[config.mk]
export PLATFORM = sky130hd
export DESIGN_NAME = cm7sys_tcmreq
export DESIGN_NICKNAME = d
export VERILOG_FILES = /design/src/rtl/cm7sys_tcmreq.sv
export SDC_FILE = /design/constraint.sdc
export NUM_CORES = 1
export LEC_CHECK = 0
export CAP_MARGIN = 40
export CORE_MARGIN = 4
export CORE_UTILIZATION = 27
export DETAILED_ROUTE_END_ITERATION = 16
export HOLD_SLACK_MARGIN = 0.15
export PLACE_DENSITY = 0.53
export SETUP_SLACK_MARGIN = 0.4
export SYNTH_ARGS = -nofsm -noshare
export SYNTH_HDL_FRONTEND = slang
export SYNTH_SLANG_ARGS = --single-unit
[constraint.sdc]
create_clock -name clk -period 2.8 [get_ports clk]
set_input_delay 0.42 -clock clk [delete_from_list [all_inputs] [get_ports clk]]
set_output_delay 0.42 -clock clk [all_outputs]
set_load 0.005 [all_outputs]
[src/rtl/cm7sys_tcmreq.sv]
// cm7sys_tcmreq: request-side posting stage between the CM7 TCM master port
// and the TCM macro wrapper. Posts core writes into a small FIFO, drains them
// in order ahead of any read, returns read data and latches write errors.
// Optional feature: define CM7TCMREQ_RAWFWD_EN to forward reads that hit a
// full-word write still sitting in the FIFO.
module cm7sys_tcmreq #(
    parameter int unsigned AW    = 13,
    parameter int unsigned DW    = 32,
    parameter int unsigned DEPTH = 2
) (
    input  logic            clk,
    input  logic            reset,
    // core side
    input  logic            c_cs,
    input  logic [DW/8-1:0] c_we,
    input  logic [AW-1:0]   c_addr,
    input  logic [DW-1:0]   c_wd,
    output logic            c_stall,
    output logic [DW-1:0]   c_rd,
    output logic            c_rvalid,
    output logic            c_rerr,
    // TCM side
    output logic [AW-1:0]   addr_o,
    output logic [DW-1:0]   wd_o,
    output logic            cs_o,
    output logic [DW/8-1:0] we_o,
    input  logic [DW-1:0]   rd_i,
    input  logic            wait_i,
    input  logic            err_i,
    // write-error status
    output logic            werr,
    output logic [AW-1:0]   werr_addr,
    input  logic            werr_clr
);

    localparam int unsigned BW = DW / 8;
    localparam int unsigned IW = $clog2(DEPTH);
    localparam int unsigned PW = IW + 1;

    // FIFO storage and pointers
    logic [AW-1:0] r_fa [DEPTH];
    logic [BW-1:0] r_fb [DEPTH];
    logic [DW-1:0] r_fd [DEPTH];
    logic [PW-1:0] r_wptr;
    logic [PW-1:0] r_rptr;

    // in-flight and response state
    logic          r_wif;
    logic [AW-1:0] r_wif_addr;
    logic          r_rvalid;
    logic          r_fwd;
    logic [DW-1:0] r_fwd_data;
    logic          r_werr;
    logic [AW-1:0] r_werr_addr;

    logic          w_empty;
    logic          w_full;
    logic [IW-1:0] w_ridx;
    logic [IW-1:0] w_widx;
    logic          w_is_wr;
    logic          w_core_wr;
    logic          w_core_rd;
    logic          w_rd_go;
    logic          w_head_own;
    logic          w_tcm_acc;
    logic          w_pop;
    logic          w_push;
    logic          w_rd_acc;
    logic          w_fwd;
    logic [DW-1:0] w_fwd_data;

    assign w_empty = (r_wptr == r_rptr);
    assign w_full  = (r_wptr[PW-1] != r_rptr[PW-1]) &&
                     (r_wptr[PW-2:0] == r_rptr[PW-2:0]);
    assign w_ridx  = r_rptr[IW-1:0];
    assign w_widx  = r_wptr[IW-1:0];

    // Core request decode; reset blocks any combinational read pass-through.
    assign w_is_wr   = |c_we;
    assign w_core_wr = c_cs & w_is_wr & ~reset;
    assign w_core_rd = c_cs & ~w_is_wr & ~reset;

`ifdef CM7TCMREQ_RAWFWD_EN
    logic          w_hit;
    logic          w_hit_full;
    logic [DW-1:0] w_hit_data;
    logic [PW-1:0] w_cnt;
    logic [PW-1:0] w_kptr;

    // Scan valid entries oldest to newest so the newest address match wins.
    always_comb begin
        w_hit      = 1'b0;
        w_hit_full = 1'b0;
        w_hit_data = '0;
        w_cnt      = r_wptr - r_rptr;
        w_kptr     = '0;
        for (int k = 0; k < int'(DEPTH); k++) begin
            w_kptr = r_rptr + PW'(k);
            if ((PW'(k) < w_cnt) && (r_fa[w_kptr[IW-1:0]] == c_addr)) begin
                w_hit      = 1'b1;
                w_hit_full = &r_fb[w_kptr[IW-1:0]];
                w_hit_data = r_fd[w_kptr[IW-1:0]];
            end
        end
    end

    assign w_fwd      = w_core_rd & ~w_empty & w_hit & w_hit_full;
    assign w_fwd_data = w_hit_data;
`else
    assign w_fwd      = 1'b0;
    assign w_fwd_data = '0;
`endif

    // TCM port ownership: FIFO head, else a core read, else idle.
    assign w_head_own = ~w_empty;
    assign w_rd_go    = w_core_rd & w_empty & ~r_wif;
    assign cs_o       = w_head_own | w_rd_go;
    assign addr_o     = w_head_own ? r_fa[w_ridx] : (w_rd_go ? c_addr : '0);
    assign wd_o       = w_head_own ? r_fd[w_ridx] : '0;
    assign we_o       = w_head_own ? r_fb[w_ridx] : '0;

    assign w_tcm_acc = cs_o & ~wait_i;
    assign w_pop     = w_head_own & w_tcm_acc;
    assign w_rd_acc  = w_rd_go & ~wait_i;
    assign w_push    = w_core_wr & ~w_full;

    // Writes stall only on a full FIFO; reads stall on pending writes or TCM wait.
    always_comb begin
        c_stall = 1'b0;
        if (w_core_wr) begin
            c_stall = w_full;
        end else if (w_core_rd) begin
            c_stall = ~w_fwd & (~w_empty | r_wif | wait_i);
        end
    end

    // Read response: TCM data in the cycle after accept, or the forwarded word.
    assign c_rvalid  = r_rvalid;
    assign c_rd      = r_rvalid ? (r_fwd ? r_fwd_data : rd_i) : '0;
    assign c_rerr    = r_rvalid & ~r_fwd & err_i;
    assign werr      = r_werr;
    assign werr_addr = r_werr_addr;

    // FIFO payload storage (no reset needed, guarded by pointers).
    always_ff @(posedge clk) begin
        if (w_push) begin
            r_fa[w_widx] <= c_addr;
            r_fb[w_widx] <= c_we;
            r_fd[w_widx] <= c_wd;
        end
    end

    // FIFO pointers, in-flight tracking and read response state.
    always_ff @(posedge clk or posedge reset) begin
        if (reset) begin
            r_wptr     <= '0;
            r_rptr     <= '0;
            r_wif      <= 1'b0;
            r_wif_addr <= '0;
            r_rvalid   <= 1'b0;
            r_fwd      <= 1'b0;
            r_fwd_data <= '0;
        end else begin
            r_wptr   <= r_wptr + PW'(w_push);
            r_rptr   <= r_rptr + PW'(w_pop);
            r_wif    <= w_pop;
            if (w_pop) begin
                r_wif_addr <= r_fa[w_ridx];
            end
            r_rvalid <= w_rd_acc | w_fwd;
            r_fwd    <= w_fwd;
            if (w_fwd) begin
                r_fwd_data <= w_fwd_data;
            end
        end
    end

    // Sticky write error: first failure kept; a coincident new error beats clear.
    always_ff @(posedge clk or posedge reset) begin
        if (reset) begin
            r_werr      <= 1'b0;
            r_werr_addr <= '0;
        end else if (r_wif && err_i && (!r_werr || werr_clr)) begin
            r_werr      <= 1'b1;
            r_werr_addr <= r_wif_addr;
        end else if (werr_clr) begin
            r_werr      <= 1'b0;
            r_werr_addr <= '0;
        end
    end

endmodule

==> impl_metrics.tcl <==
set metrics [dict create \
    finalHoldViolCount 0 \
    synth-async-reset-ratio 0.252 \
    rows 52 \
    grt_pass1_vias 3962 \
    antenna_found_initial 0 \
    drv_cap 0 \
    fp.dieH_um 151 \
    clkSinkCount 131 \
    fin_ws_ns 0.355 \
    critPathCaptureType "output port" \
    power_switching_uw 2940 \
    max_stage_delay_ns 0.52 \
    grt_setup_unrepaired "true" \
    p_int_uw 6110 \
    min_period_ns 2.45 \
    fin_skew_ns 0.00498 \
    dp_slack_ns -0.132 \
    crit_family "buffers and inverters" \
    powerDensity_nw_per_um2 1040 \
    io_buffers 185 \
    drv_slew 0 \
    arrival_ns 2.03 \
    multiInputGateArea_um2 1740 \
    setup_viol 0 \
    clk_pin_slew_ns 0.06 \
    synthDistinctLibCells 30 \
    power.share.clock 0.248 \
    ys_warn_count 0 \
    clock_latency_ns 0.41 \
    postCtsHoldBufs 0 \
    post_drt_wl_per_cell_um 17.2 \
    cts_buffers 17 \
    crit_path_top_delay_cell "dfrtp_4" \
    grt.total_usage 0.131 \
    outcome "complete, no violations" \
    max-slew-margin-rel 0.509 \
    area_growth_pct 57.5 \
    yosys-top-cells-area "edfxtp_1, dfrtp_1, mux2i_1, mux2_2, and2_1" \
    core_area_um2 20200 \
    drt_iter0_drc 138 \
    yosysMostFrequentCell "edfxtp_1" \
    period_share 0.873 \
    synth_top_cell_area_share 0.532 \
    crit_required_ns 2.38 \
    synth_fp_nets 456 \
    drt_wl_total_um 14900 \
    syn_area_um2 5530 \
    detail_route.vias_per_cell 4.34 \
    final-seq-area_um2 3770 \
    ios 186 \
    n_antenna_cell 0 \
    final_nets 675 \
    pwr-share-comb 0.446 \
    cts_root_buf "clkbuf_16" \
    switching_share 0.324 \
    power_frac_seq 0.306 \
    cts_tree "done" \
    yosysTopAreaCell "edfxtp_1" \
    ys_seq_elements 131 \
    drive_above_1_share 0.217 \
    fmax_mhz 409 \
    drt_first_pass_iters 4 \
    cp_max_fo 16 \
    synth.yosys.seq_area_share 0.681 \
    globalRouteOverflowTotal 0 \
    peakVddDrop_mv 0.518 \
    grt_pass1_wl_um 22100 \
    clock_path_buffers 2 \
    tightest_slew_ns 0.736 \
    ys_top_cells_by_count "edfxtp_1, mux2i_1, nor2_1, and2_1, dfrtp_1" \
    h-tree-depth 4 \
    yosys_most_used_dff "edfxtp_1" \
    synth-edff-count 98 \
    initial_core_util 0.274 \
    critPathKind "reg -> out" \
    drc 0 \
    ant_nets 0 \
    grt_max_degree 35 \
    crit_buf_inv 2 \
    vias 3765 \
    dieArea_um2 22800 \
    hold-worst-slack_ns 0.306 \
    place_hpwl_um 9650 \
    post_synth_inst_count 366 \
    place_congestion 0.734 \
    nFillCells 1882 \
    leakagePower_uw 0.00351 \
    critical_path.cell_chain "xnor2_4 > and2_4 > buf_12 > nor2_4 > clkdlybuf4s50_1" \
    hp-class "in -> reg" \
    die_x_um 151 \
    syn-mean-instance-area_um2 15.1 \
    crit_path_start_kind "flop" \
]
## per-layer routing
layer,global-route usage,part of all wire
met1,0.166,0.44
met2,0.213,0.47
met4,0.0367,0.012
met5,0,0
met3,0.0437,0.083
## worst register-to-register path, cell delays in order (launching register included)
cell and delay [ns]:
dfrtp_4 0.52, xnor2_4 0.15, buf_4 0.15, buf_12 0.15, nor2b_1 0.14, nor2_1 0.22, ha_2 0.24, buf_6 0.32
## placed cells by master (no fill, tap or decap), drive strengths merged, types with 3 or more instances in the layout
cell           netlist  layout
nand2                4       4
mux2i               39      39
buf                 12      43
dlygate4sd2          0      34
nor2                38      38
edfxtp              98      98
ha                   3       3
mux2                36      36
clkdlybuf4s50        0     131
a22o                12      12
clkinv               0       5
and2                34      34
dfrtp               33      33
nor2b               14      14
and3                12      12
a21oi                3       3
clkbuf               8      27
inv                  6      11
## repair_timing
action,4_1_cts,5_1_grt
buffers inserted,10,2
pin swaps,10,3
endpoints found under the setup margin,58,56
resized for setup,113,26
gates cloned,4,1
## layout make-up
type | instances | area share
sequential | 131 | 0.433
timing repair buffer | 220 | 0.255
multi-input combinational | 209 | 0.200
clock buffer | 21 | 0.0578
tap | 270 | 0.0388
clock inverter | 11 | 0.0128
inverter | 6 | 0.00259
## kinds of logic (layout without fill, tap and decap cells)
group	after synthesis	after routing	share of synthesized area
XOR/XNOR	4	4	0.0111
AND/OR/NAND/NOR	108	108	0.105
adder cells (fa/ha/maj)	3	3	0.00679
multiplexers	75	75	0.144
flip-flops	131	131	0.681
AO/OA/AOI/OAI	19	19	0.0294
buffers and inverters	26	258	0.0219
## sequential cells by signal (all words and copies together) (netlist names)
| name | count |
|---|---|
| r_fd | 64 |
| r_fa | 26 |
| r_wif_addr | 13 |
| werr_addr | 13 |
| r_fb | 8 |
| r_rptr | 2 |
| r_wptr | 2 |
| c_rvalid | 1 |
| r_wif | 1 |
| werr | 1 |
## power groups by stage
stage / combinational [uW] / clock, uW / sequential (uW)
floorplan: 1810 / 0 / 2730
global placement: 3890 / 0 / 2780
detailed placement: 3880 / 0 / 2790
CTS: 4000 / 2310 / 2770
global route: 4420 / 2410 / 2810
finish: 4040 / 2240 / 2770
## metrics by stage
step	utilization	setup TNS [ns]	total power (uW)	instance area, um2	cells
after global placement	0.387	-1.23	6660	7800	819
after detailed placement	0.387	-1.65	6670	7800	819
after floorplan	-	0	4540	5540	366
after CTS	0.429	0	9080	8640	865
after global routing	0.432	0	9640	8710	868
final	0.432	0	9050	8710	868
## final timing paths
check                                from              to  slack (ns)  depth (start not counted)
max                             r_rptr[0]        wd_o[14]        0.35                          5
min                               c_we[2]      r_fb[0][2]        0.31                          2
max reg2reg                     r_rptr[0]      r_fd[1][7]        0.56                          7
min reg2reg                r_wif_addr[10]  r_wif_addr[10]        0.48                          1
max in group asynchronous           reset   r_wif_addr[7]        1.68                          3
min in group asynchronous           reset   r_wif_addr[9]        0.51                          2
Note: power is estimated with default switching activity, not from simulation.
